### src/rtl/agmii_tx_arbiter.sv
// ---------------------------------------------------------------------------
// agmii_tx_arbiter
//
// Shares the single AGMII transmit path between two packet sources. Whole
// frames are granted round-robin. The granted byte stream is forwarded with
// one cycle of registered latency. A minimum inter-frame gap is enforced,
// and runaway frames are cut at MAX_LEN strobed bytes.
//
// Ports (all in the agmii_clk domain):
//   clk      in   1  agmii_clk, 125 MHz
//   rst_n    in   1  asynchronous active-low reset, synchronous release
//   req0     in   1  requester 0 frame request (level)
//   d0       in   8  requester 0 data
//   s0       in   1  requester 0 strobe; one contiguous high run = one frame
//   grant0   out  1  requester 0 owns the Tx path
//   req1/d1/s1/grant1  same for requester 1
//   tx_d     out  8  data to AGMII Tx (zero whenever tx_s is low)
//   tx_s     out  1  strobe to AGMII Tx
//   trunc    out  1  one-cycle pulse: frame cut at MAX_LEN
//   timeout  out  1  one-cycle pulse: grant revoked after START_TO idle cycles
//   busy     out  1  arbiter is not idle
// ---------------------------------------------------------------------------
module agmii_tx_arbiter #(
  parameter int IPG      = 12,    // 1..255 idle cycles between frames
  parameter int MAX_LEN  = 1530,  // 64..4095 bytes per frame
  parameter int START_TO = 64     // 1..255 cycles to raise strobe after grant
) (
  input  logic       clk,
  input  logic       rst_n,
  input  logic       req0,
  input  logic [7:0] d0,
  input  logic       s0,
  output logic       grant0,
  input  logic       req1,
  input  logic [7:0] d1,
  input  logic       s1,
  output logic       grant1,
  output logic [7:0] tx_d,
  output logic       tx_s,
  output logic       trunc,
  output logic       timeout,
  output logic       busy
);

  typedef enum logic [2:0] {
    ST_IDLE  = 3'd0,
    ST_WAIT  = 3'd1,
    ST_XMIT  = 3'd2,
    ST_DRAIN = 3'd3,
    ST_GAP   = 3'd4
  } state_t;

  localparam logic [11:0] MAX_LEN_C  = 12'(MAX_LEN);
  localparam logic [7:0]  IPG_C      = 8'(IPG);
  // The timeout fires on the START_TO-th WAIT edge, i.e. when the counter
  // (zeroed on entry) has reached START_TO-1.
  localparam logic [7:0]  TO_LAST_C  = 8'(START_TO - 1);

  state_t      r_state;
  logic        r_sel;
  logic        r_last;
  logic [11:0] r_count;
  logic [7:0]  r_gap_cnt;
  logic [7:0]  r_wait_cnt;
  logic        r_grant0;
  logic        r_grant1;
  logic [7:0]  r_tx_d;
  logic        r_tx_s;
  logic        r_trunc;
  logic        r_timeout;
  logic        r_busy;

  logic        w_req_sel;
  logic        w_s_sel;
  logic [7:0]  w_d_sel;
  logic        w_pick;

  // Saturating 8-bit increment: gap and wait counters must never wrap.
  function automatic logic [7:0] sat_inc8(input logic [7:0] v);
    return (v == 8'hFF) ? v : (v + 8'd1);
  endfunction

  assign w_req_sel = r_sel ? req1 : req0;
  assign w_s_sel   = r_sel ? s1   : s0;
  assign w_d_sel   = r_sel ? d1   : d0;
  // On a tie the requester that did not win last time gets the path;
  // with a single requester it simply wins.
  assign w_pick    = (req0 & req1) ? ~r_last : req1;

  // Arbitration FSM with all outputs registered alongside the state.
  always_ff @(posedge clk or negedge rst_n) begin
    if (!rst_n) begin
      r_state    <= ST_IDLE;
      r_sel      <= 1'b0;
      r_last     <= 1'b1;
      r_count    <= 12'd0;
      r_gap_cnt  <= 8'd0;
      r_wait_cnt <= 8'd0;
      r_grant0   <= 1'b0;
      r_grant1   <= 1'b0;
      r_tx_d     <= 8'd0;
      r_tx_s     <= 1'b0;
      r_trunc    <= 1'b0;
      r_timeout  <= 1'b0;
      r_busy     <= 1'b0;
    end else begin
      r_trunc   <= 1'b0;
      r_timeout <= 1'b0;
      case (r_state)
        ST_IDLE: begin
          if (req0 | req1) begin
            r_sel      <= w_pick;
            r_last     <= w_pick;
            r_grant0   <= ~w_pick;
            r_grant1   <= w_pick;
            r_wait_cnt <= 8'd0;
            r_busy     <= 1'b1;
            r_state    <= ST_WAIT;
          end else begin
            r_state <= ST_IDLE;
          end
        end

        ST_WAIT: begin
          if (w_s_sel) begin
            r_tx_d  <= w_d_sel;
            r_tx_s  <= 1'b1;
            r_count <= 12'd1;
            r_state <= ST_XMIT;
          end else if (!w_req_sel) begin
            // Withdrawn before any byte was sent: no gap is owed.
            r_grant0 <= 1'b0;
            r_grant1 <= 1'b0;
            r_busy   <= 1'b0;
            r_state  <= ST_IDLE;
          end else if (r_wait_cnt >= TO_LAST_C) begin
            r_grant0  <= 1'b0;
            r_grant1  <= 1'b0;
            r_timeout <= 1'b1;
            r_gap_cnt <= 8'd1;
            r_state   <= ST_GAP;
          end else begin
            r_wait_cnt <= sat_inc8(r_wait_cnt);
          end
        end

        ST_XMIT: begin
          if (w_s_sel) begin
            if (r_count < MAX_LEN_C) begin
              r_tx_d  <= w_d_sel;
              r_count <= r_count + 12'd1;
            end else begin
              // Cut here; the rest of the source's strobe run is swallowed
              // in DRAIN while the grant is still held.
              r_tx_d    <= 8'd0;
              r_tx_s    <= 1'b0;
              r_trunc   <= 1'b1;
              r_gap_cnt <= 8'd1;
              r_state   <= ST_DRAIN;
            end
          end else begin
            r_tx_d    <= 8'd0;
            r_tx_s    <= 1'b0;
            r_grant0  <= 1'b0;
            r_grant1  <= 1'b0;
            r_gap_cnt <= 8'd1;
            r_state   <= ST_GAP;
          end
        end

        ST_DRAIN: begin
          // tx_s is already low, so these cycles count toward the gap.
          r_gap_cnt <= sat_inc8(r_gap_cnt);
          if (!w_s_sel) begin
            r_grant0 <= 1'b0;
            r_grant1 <= 1'b0;
            r_state  <= ST_GAP;
          end else begin
            r_state <= ST_DRAIN;
          end
        end

        ST_GAP: begin
          if (r_gap_cnt >= IPG_C) begin
            r_busy  <= 1'b0;
            r_state <= ST_IDLE;
          end else begin
            r_gap_cnt <= sat_inc8(r_gap_cnt);
          end
        end

        default: begin
          r_grant0 <= 1'b0;
          r_grant1 <= 1'b0;
          r_tx_d   <= 8'd0;
          r_tx_s   <= 1'b0;
          r_busy   <= 1'b0;
          r_state  <= ST_IDLE;
        end
      endcase
    end
  end

  assign grant0  = r_grant0;
  assign grant1  = r_grant1;
  assign tx_d    = r_tx_d;
  assign tx_s    = r_tx_s;
  assign trunc   = r_trunc;
  assign timeout = r_timeout;
  assign busy    = r_busy;

endmodule

### config.mk
export PLATFORM = sky130hd
export DESIGN_NAME = agmii_tx_arbiter
export DESIGN_NICKNAME = d
export VERILOG_FILES = /design/src/rtl/agmii_tx_arbiter.sv
export SDC_FILE = /design/constraint.sdc
export NUM_CORES = 1
export LEC_CHECK = 0
export CAP_MARGIN = 20
export CORE_ASPECT_RATIO = 1.5
export CORE_MARGIN = 1
export CORE_UTILIZATION = 56
export CTS_BUF_LIST = sky130_fd_sc_hd__clkbuf_2
export CTS_CLUSTER_DIAMETER = 80
export DETAILED_ROUTE_END_ITERATION = 10
export PLACE_DENSITY = 0.81
export SLEW_MARGIN = 10
export SYNTH_ARGS = -nofsm -noshare
export SYNTH_HDL_FRONTEND = slang
export SYNTH_SLANG_ARGS = --single-unit
### constraint.sdc
create_clock -name clk -period 2.7 [get_ports clk]
set_input_delay 0.54 -clock clk [delete_from_list [all_inputs] [get_ports clk]]
set_output_delay 0.54 -clock clk [all_outputs]
set_load 0.01 [all_outputs]
# After elaboration in Yosys (flattened, before gate mapping)
# Cells that the tools add are included.
[op_classes]
addsub = 3
n_lt_le_gt_ge = 3
eq_ne = 22
muxes = 59
bitwise_logic = 7
reduce_logical = 15
[ops]
columns = ["cell", "count"]
rows = [
  ["two-way mux 8 bit", 16],
  ["two-way mux 12 bit", 3],
  ["case mux 8 bit (4 select lines)", 1],
  ["inequality test 2 bit, second input constant", 13],
  ["two-way mux 1 bit", 24],
  ["case mux 12 bit (2 select lines)", 1],
  ["case mux 8 bit (3 select lines)", 1],
  ["two-way mux 3 bit", 7],
  ["adder 8 x 1 -> 8 bit, second input constant", 2],
  ["equality test 8 bit, second input constant", 2],
  ["case mux 8 bit (2 select lines)", 1],
  ["case mux 3 bit (5 select lines)", 1],
  ["adder 12 x 1 -> 12 bit, second input constant", 1],
  ["< comparator 12 x 11 -> 1 bit, second input constant", 1],
  ["case mux 1 bit (4 select lines)", 3],
  ["AND reduction 6 bit", 2],
  ["AND reduction 5 bit", 2],
  [">= comparator 8 x 4 -> 1 bit, second input constant", 1],
  [">= comparator 8 x 6 -> 1 bit, second input constant", 1],
  ["equality test 3 x 2 -> 1 bit, second input constant", 2],
  ["inequality test 3 bit, second input constant", 2],
  ["AND reduction 3 bit", 2],
  ["inverter 1 bit", 5],
  ["inequality test 4 bit, second input constant", 1],
  ["other kinds (12)", 14],
]
[word_totals]
ff_bits = 47
input_bits = 22
output_inout_bits = 14
word_cells = 122

# Longest topological paths before layout
# Gate-level depths: netlist (run 1).
[depth]
word_depth = 6
mapped_depth = 7
ltp_nobuf = 6

# Least setup slack after synthesis (run 1)
# No wires, ideal clock.
[synth_path]
path_type = "in2reg"
startpoint = "in s1"
endpoint = "reg r_gap_cnt[3]"
setup_time_ns = 0.120
t_arrival_ns = 1.911
required_ns = 2.580
slack_ns = 0.669
path_stages = 6
n_path_buf = 1
path_cell_list = "mux2i_2 > a211oi_2 > and4_1 > buf_2 > o41a_1 > a31o_1"
[synth_between]
elab_chain_cells = 3
word_cells_on_any_way = 6
cone_classes = "eq/ne (2); mux (3); reduce/logical (1)"
[synth_rtl]
columns = ["item", "line", "text"]
rows = [
  ["start, declared", "36", "input logic s1,"],
  ["two-way mux 1 bit (*)", "84", "assign w_s_sel = r_sel ? s1 : s0;"],
  ["inequality test 3 bit (no source line), or another cell as far along", "-", ""],
  ["AND reduction 6 bit (no source line) / case mux 8 bit (4 select lines) (equally long branches)", "-", ""],
  ["end signal, assigned", "173", "r_gap_cnt <= sat_inc8(r_gap_cnt);"],
  ["end signal, assigned", "188", "r_gap_cnt <= sat_inc8(r_gap_cnt);"],
  ["end, declared", "63", "logic [7:0] r_gap_cnt;"],
]
# Mark *: on every way between the ends. The rest lies on a longest branch, timed or not.
# A chain may end at the register's enable or synchronous reset.

# Worst setup path in the final report (run 1)
[layout_path]
startpoint = "reg r_state[1]"
endpoint = "reg r_gap_cnt[3]"
[layout_between]
elab_chain_cells = 3
word_cells_on_any_way = 12
cone_classes = "eq/ne (9); mux (1); reduce/logical (2)"
[layout_rtl]
columns = ["item", "line", "text"]
rows = [
  ["start, declared", "59", "state_t r_state;"],
  ["start signal, assigned", "93", "r_state <= ST_IDLE;"],
  ["start signal, assigned", "118", "r_state <= ST_WAIT;"],
  ["start signal, assigned", "120", "r_state <= ST_IDLE;"],
  ["equality test 3 x 2 -> 1 bit, or another cell as far along", "109", "case (r_state)"],
  ["inequality test 3 bit (no source line), or another cell as far along", "-", ""],
  ["AND reduction 6 bit (no source line)", "-", ""],
]
# Several ways; a longest one is shown, not always the timed one.

==> run metrics, run 1 <==
share of layout cells above drive strength 1 9.54%; Die H around 84 um; max cap viols 0; Tightest Pin Transition ~0.54 ns; Reg clk slew, reported paths around 0.23 ns; grt total ovfl 0; Hold Violations, Final 0; max incr delay on CP roughly 0.63 ns; gp weighted congestion 0.809; Final Slew Violations 0; Internal 0.00150 W; CTS root buffer clkbuf_2; Netlist cell types 51; GRT Util Overall 25.4%; number of core rows 29; relative slew slack around 63%; Cell Chain, Critical Path nor3b_2 -> nand4_1 -> and4_1 -> o41a_1 -> a31o_1; Iteration-0 DRC Markers between 100 and 150; Net Count, Synth around 290; ant diodes 0; Synth Instances 262; Post-Route WL roughly 5.5 mm; RR Endpoint r_gap_cnt[3]; number of global-route vias before repair between 2000 and 2500; top_reg_cell synth dfrtp_1; hold_ws between 0.05 and 0.06 ns; Critical Path End Type register; Routed Antenna Nets 0; Leak Pwr roughly 1.3 nW; Avg Cell Area, Syn about 9.5 um^2; minimum clock period ~2.3 ns; synth top area cells dfrtp_1, o21ai_0, mux2i_1, nand2_1, a21oi_1; CP top delay family simple AND/OR/NAND/NOR gates; PostCTS Resize Cnt 0; Peak Freq ~440 MHz; # setup viols final 0; DRC Markers 0; antenna violations before repair 0; H-tree Lvls 2; RSZ-0062 raised after global routing false; EDFF count, synth 0; Max IR drop VDD approximately 0.70 mV; Mapped Area approximately 2500 um^2; Crit Path Category reg -> reg; register area share after synthesis 47.2%; worst skew pair latency between 0.4 and 0.5 ns; setup slack, reg-to-reg ~0.42 ns; YS warnings 0; DR pass1 iterations 5; status completed; CP max stage cell dfrtp_1; Net Sw Frac between 40 and 50%; #FFs+latches synth 47; hold crit path type in -> async; clock group share of total power between 10 and 15%; crit path DAT between 2 and 3 ns; clk buf depth 2; hold buffers post-CTS 0; IO Port Bufs 35; Synth top area share a little under half; CTS tree done; Pwr Density 880 nW/um^2; switching pwr 0.00110 W; Buf/Inv on CP 0; WP data required just over 3 ns; first-pass GRT wire length 9.56 mm; Worst setup SP type register; clock skew between 0.02 and 0.025 ns; vias per std cell around 6.2; CTS Buf Count 5; initial core utilization roughly three fifths; Die Width 56.5 um; ys async rst share between 90% and 100%; CP Max Fanout 12; Routed wire per std cell 15.8 um; largest net degree at the start of global routing 25; Ports 36; top cell type by total area after synthesis dfrtp_1; dpl hpwl approximately 4.2 mm; Logic pwr share 46.9%; Vias between 2000 and 2500; R2R Path Start r_state[1]; # Post-CTS Setup Buffers 0; Area Overhead vs Synth 18.4%; Die Area between 4000 and 5000 um^2; clock sink total 47; Core ar. ~4200 um^2; Reg power frac between 40% and 50%; setup TNS 0 ns; crit share post-route a little over four fifths; nets 329; worst-case reg-to-reg path depth 5
[power by group through the flow]
stage	Sequential (W)	Clock [W]	Combinational [W]
global route	0.00113	0.000322	0.00136
finish	0.00110	0.000285	0.00122
detailed placement	0.00111	0	0.00123
floorplan	0.00105	0	0.000851
CTS	0.00109	0.000295	0.00123
global placement	0.00110	0	0.00119
[synthesized netlist by cell type (2+ instances only)]
cell type and instances:
and3_1 6, nor3_1 5, nor2b_1 4, inv_1 8, a21o_1 5, nand3_1 10
xnor2_1 2, nor2_1 17, mux2i_1 12, a41oi_1 2, or3_1 2, o21ai_0 25
nand2_1 30, nand4_1 10, dfrtp_1 46, nand2b_1 5, a31oi_1 8, and4_1 4
o22ai_1 2, ha_1 4, buf_2 8, a21oi_1 13, o31ai_1 4, and2_1 3
[final cells by class]
class	count	area, um^2
clock buffers	7	35.0
fillers	334	1290
multi-input cells	198	1240
clock inverters	1	5.00
flip-flops and latches	47	1180
inverters	8	30.0
well taps	46	57.6
repair buffers	43	405
[sequential cells by signal, summed over array words and instances (netlist names), 3 cells and up]
register	cells
r_gap_cnt	8
tx_d	8
r_wait_cnt	8
r_state	3
r_count	12
[metal layers]
metal | global-route usage [%] | vias to the layer above | wire length, um
li1 | - | 1044 | -
met1 | 29.2 | 1075 | 2230
met2 | 44.9 | 46 | 3020
met3 | 4.50 | 11 | 180
met4 | 11.3 | 0 | 116
met5 | 0 | - | 0
[worst max-delay path by stage]
stage	startpoint	end	slack (ns)	cells after the start
floorplan	s1	r_gap_cnt[3]	0.67	6
global placement	s0	r_count[8]	0.30	6
detailed placement	s0	r_count[8]	0.23	6
CTS	r_state[1]	r_gap_cnt[3]	0.46	5
global route	r_state[1]	r_gap_cnt[3]	0.32	5
finish	r_state[1]	r_gap_cnt[3]	0.42	5
[cells by family after synthesis]
group	after synthesis	share of synthesized area, %
simple gates	103	21.7
mux	14	5.81
buf+inv	17	2.96
xor+xnor	2	0.702
compound gates	75	19.7
flops	47	47.2
fa+ha+maj	4	2.01
[stage by stage]
| stage | instances | instance area, um^2 | worst slack [ns] | total power (W) | util [%] |
|---|---|---|---|---|---|
| after floorplan | 262 | 2500 | 0.669 | 0.00190 | - |
| after detailed placement | 342 | 2920 | 0.232 | 0.00233 | 68.7 |
| after global placement | 342 | 2920 | 0.300 | 0.00229 | 68.7 |
| final | 350 | 2960 | 0.423 | 0.00260 | 69.6 |
| after global routing | 350 | 2960 | 0.321 | 0.00282 | 69.6 |
| after CTS | 350 | 2960 | 0.460 | 0.00262 | 69.6 |
[layout by cell type, fill, tap and decap left out, drive strengths merged, types with 3 or more instances in the layout]
cell,n
a21o,5
and2,3
a31oi,8
inv,8
clkbuf,7
nor2b,4
ha,4
a21oi,14
buf,9
and4,4
mux2i,13
nand2,30
clkdlybuf4s50,34
nand4,10
nor3,6
nand2b,5
dfrtp,46
and3,6
o31ai,4
nor2,17
nand3,10
o21ai,27
[worst register-to-register path: stages, from the launching register on]
cell,delay [ns]
dfrtp_1,0.63
nor3b_2,0.33
nand4_1,0.25
and4_1,0.35
o41a_1,0.45
a31o_1,0.19
No activity file was read; power rests on OpenSTA's default activity.
==> inputs of run 2 (changes only) <==
--- a/config.mk
+++ b/config.mk
@@ -8,11 +8,11 @@
 export CAP_MARGIN = 20
 export CORE_ASPECT_RATIO = 1.5
 export CORE_MARGIN = 1
-export CORE_UTILIZATION = 56
+export CORE_UTILIZATION = 51
 export CTS_BUF_LIST = sky130_fd_sc_hd__clkbuf_2
 export CTS_CLUSTER_DIAMETER = 80
 export DETAILED_ROUTE_END_ITERATION = 10
-export PLACE_DENSITY = 0.81
+export PLACE_DENSITY = 0.78
 export SLEW_MARGIN = 10
 export SYNTH_ARGS = -nofsm -noshare
 export SYNTH_HDL_FRONTEND = slang
==> constraint.sdc (replaced) <==
create_clock -name clk -period 2 [get_ports clk]
set_input_delay 0.4 -clock clk [delete_from_list [all_inputs] [get_ports clk]]
set_output_delay 0.4 -clock clk [all_outputs]
set_load 0.01 [all_outputs]
==> run metrics, run 2 (synthesis results as in run 1) <==
status completed; Critical Path Start r_state[0]; Crit Path Category reg -> reg; Die Width 59.1 um (+4.6%); Max IR drop VDD 0.740 mV (+6.0%); Routed wire per std cell 14.8 um (-6.6%); CP max stage cell dfrtp_2; placed insts 382 (+12%); GRT Util Overall 24.6% (-0.81 points); setup slack, reg-to-reg 0.06 ns (-0.36 ns); nets 353 (+7.3%); fin area 3230 um^2 (+9.2%); initial core utilization 54.1% (-4.7 points); Vias 2248 (+3.3%); final worst-path setup slack 0.0590 ns (-0.364 ns); worst skew pair latency 0.46 ns (+0.04 ns); share of layout cells above drive strength 1 17.1% (+7.5 points); Routed Antenna Nets 0 (unchanged); Core ar. 4620 um^2 (+8.8%); Iteration-0 DRC Markers 97 (-20%); commonest non-fill, non-tap cells in the layout dfrtp_1, clkdlybuf4s50_1, nand2_1, buf_4, o21ai_0; DRC Markers 0 (unchanged); RR Endpoint r_gap_cnt[3]; clock skew 0.0555 ns (+0.0315 ns); antenna violations before repair 0 (unchanged); clk buf depth 2 (unchanged); grt total ovfl 0 (unchanged); first-pass GRT wire length 9.73 mm (+1.7%); Pwr Density 1220 nW/um^2 (+38%); Cell Chain, Critical Path nor3b_4 -> nand4_1 -> and4_1 -> o41a_1 -> a31o_1; CTS Buf Count 5 (unchanged); Critical Path End Type register; Biggest register r_count; ant diodes 0 (unchanged); Post-Route WL 5.80 mm (+4.6%); worst-case reg-to-reg path depth 5 (unchanged); register area 1180 um^2 (+0.11%); max cap viols 0 (unchanged); max incr delay on CP 0.56 ns (-0.07 ns); Ports 36 (unchanged); setup TNS 0 ns (unchanged); R2R Path Start r_state[0]; crit path DAT 2.29 ns (-0.31 ns); Die Area 5180 um^2 (+9.5%); Multi-input gate area 1270 um^2 (+1.8%); Reg clk slew, reported paths 0.30 ns (+0.07 ns); # setup viols final 0 (unchanged); pre-CTS WS -0.196 ns (-0.428 ns); minimum clock period 1.94 ns (-0.336 ns); Area Overhead vs Synth 29.3%; Die H 87.7 um (+4.7%); RSZ-0062 raised after global routing true; Fill cells 351 (+5.1%); hold_ws 0.406 ns (+0.348 ns); relative slew slack 63.7% (+0.42 points); dpl hpwl 4.34 mm (+4.2%); gp weighted congestion 0.852 (+5.3%); IO Port Bufs 35 (unchanged); CTS tree done; DR pass1 iterations 4 (-1); Peak Freq 515 MHz (+17%); WP data required 2.35 ns (-0.67 ns); number of global-route vias before repair 2189 (+1.8%); largest net degree at the start of global routing 25 (unchanged); clock sink total 47 (unchanged); Leak Pwr 1.45 nW (+9.7%); Worst setup SP type register; hold crit path type in -> async; number of core rows 30 (+3.4%); Placement Cell Area 3120 um^2 (+6.9%); crit share post-route 97.1% (+13 points); Tightest Pin Transition 0.544 ns (+0.000641 ns); Final Slew Violations 0 (unchanged); max FFs per register 12 (unchanged); commonest non-fill, non-tap cell in the layout dfrtp_1; CP endpoint r_gap_cnt[3]; Hold Violations, Final 0 (unchanged); vias per std cell 5.73 (-7.8%); CTS root buffer clkbuf_2; Non-Filler Instances 392 (+12%); H-tree Lvls 2 (unchanged); CP Max Fanout 10 (-2)
[run 2: worst min path at each step]
stage	from	slack (ns)	depth (start not counted)	to
after global placement	rst_n	0.42	1	r_count[3]
after detailed placement	rst_n	0.42	1	r_count[7]
after floorplan	rst_n	0.10	0	busy
after CTS	rst_n	0.42	2	r_count[7]
final	rst_n	0.41	2	r_count[9]
after global routing	rst_n	0.44	2	r_count[9]
[run 2: worst max-delay path: cells and delay by family, from the launching register on]
kind	cells	cell delay [ns]
flops	1	0.56
simple gates	3	0.64
compound gates	2	0.62
[run 2: layout make-up]
cell class,count,share of cell area [%]
Multi-Input combinational cell,198,39.3
Sequential cell,47,36.5
Tap cell,64,2.48
Timing Repair Buffer,67,18.6
Clock inverter,3,1.43
Inverter,8,0.930
Clock buffer,5,0.775
[run 2: where the power goes]
group | internal [W] | switching [W]
Sequential | 0.00120 | 0.000252
Clock | 0.000215 | 0.000332
Combinational | 0.000931 | 0.00101
Total | 0.00234 | 0.00159
[run 2: per-layer routing]
layer | vias up | share of wire [%] | GRT usage, %
met3 | 7 | 3.6 | 3.55
met5 | - | 0 | 0
met2 | 54 | 53 | 44.6
met1 | 1093 | 42 | 29.0
li1 | 1094 | - | -
met4 | 0 | 1.1 | 8.66
[run 2: what timing repair did]
item	in CTS	in global routing
buffers inserted	0	1
gates cloned	0	0
resized for setup	1	5
pin swaps	0	1
hold buffers	1	0
hold endpoints to repair	23	0
setup endpoints to repair	2	14
[run 2: through the flow]
step           total power [W]  utilization, %
2_1_floorplan          0.00256               -
3_3_place_gp           0.00329            67.5
3_5_place_dp           0.00334            67.5
4_1_cts                0.00389            69.3
5_1_grt                0.00422            69.9
6_report               0.00394            69.9
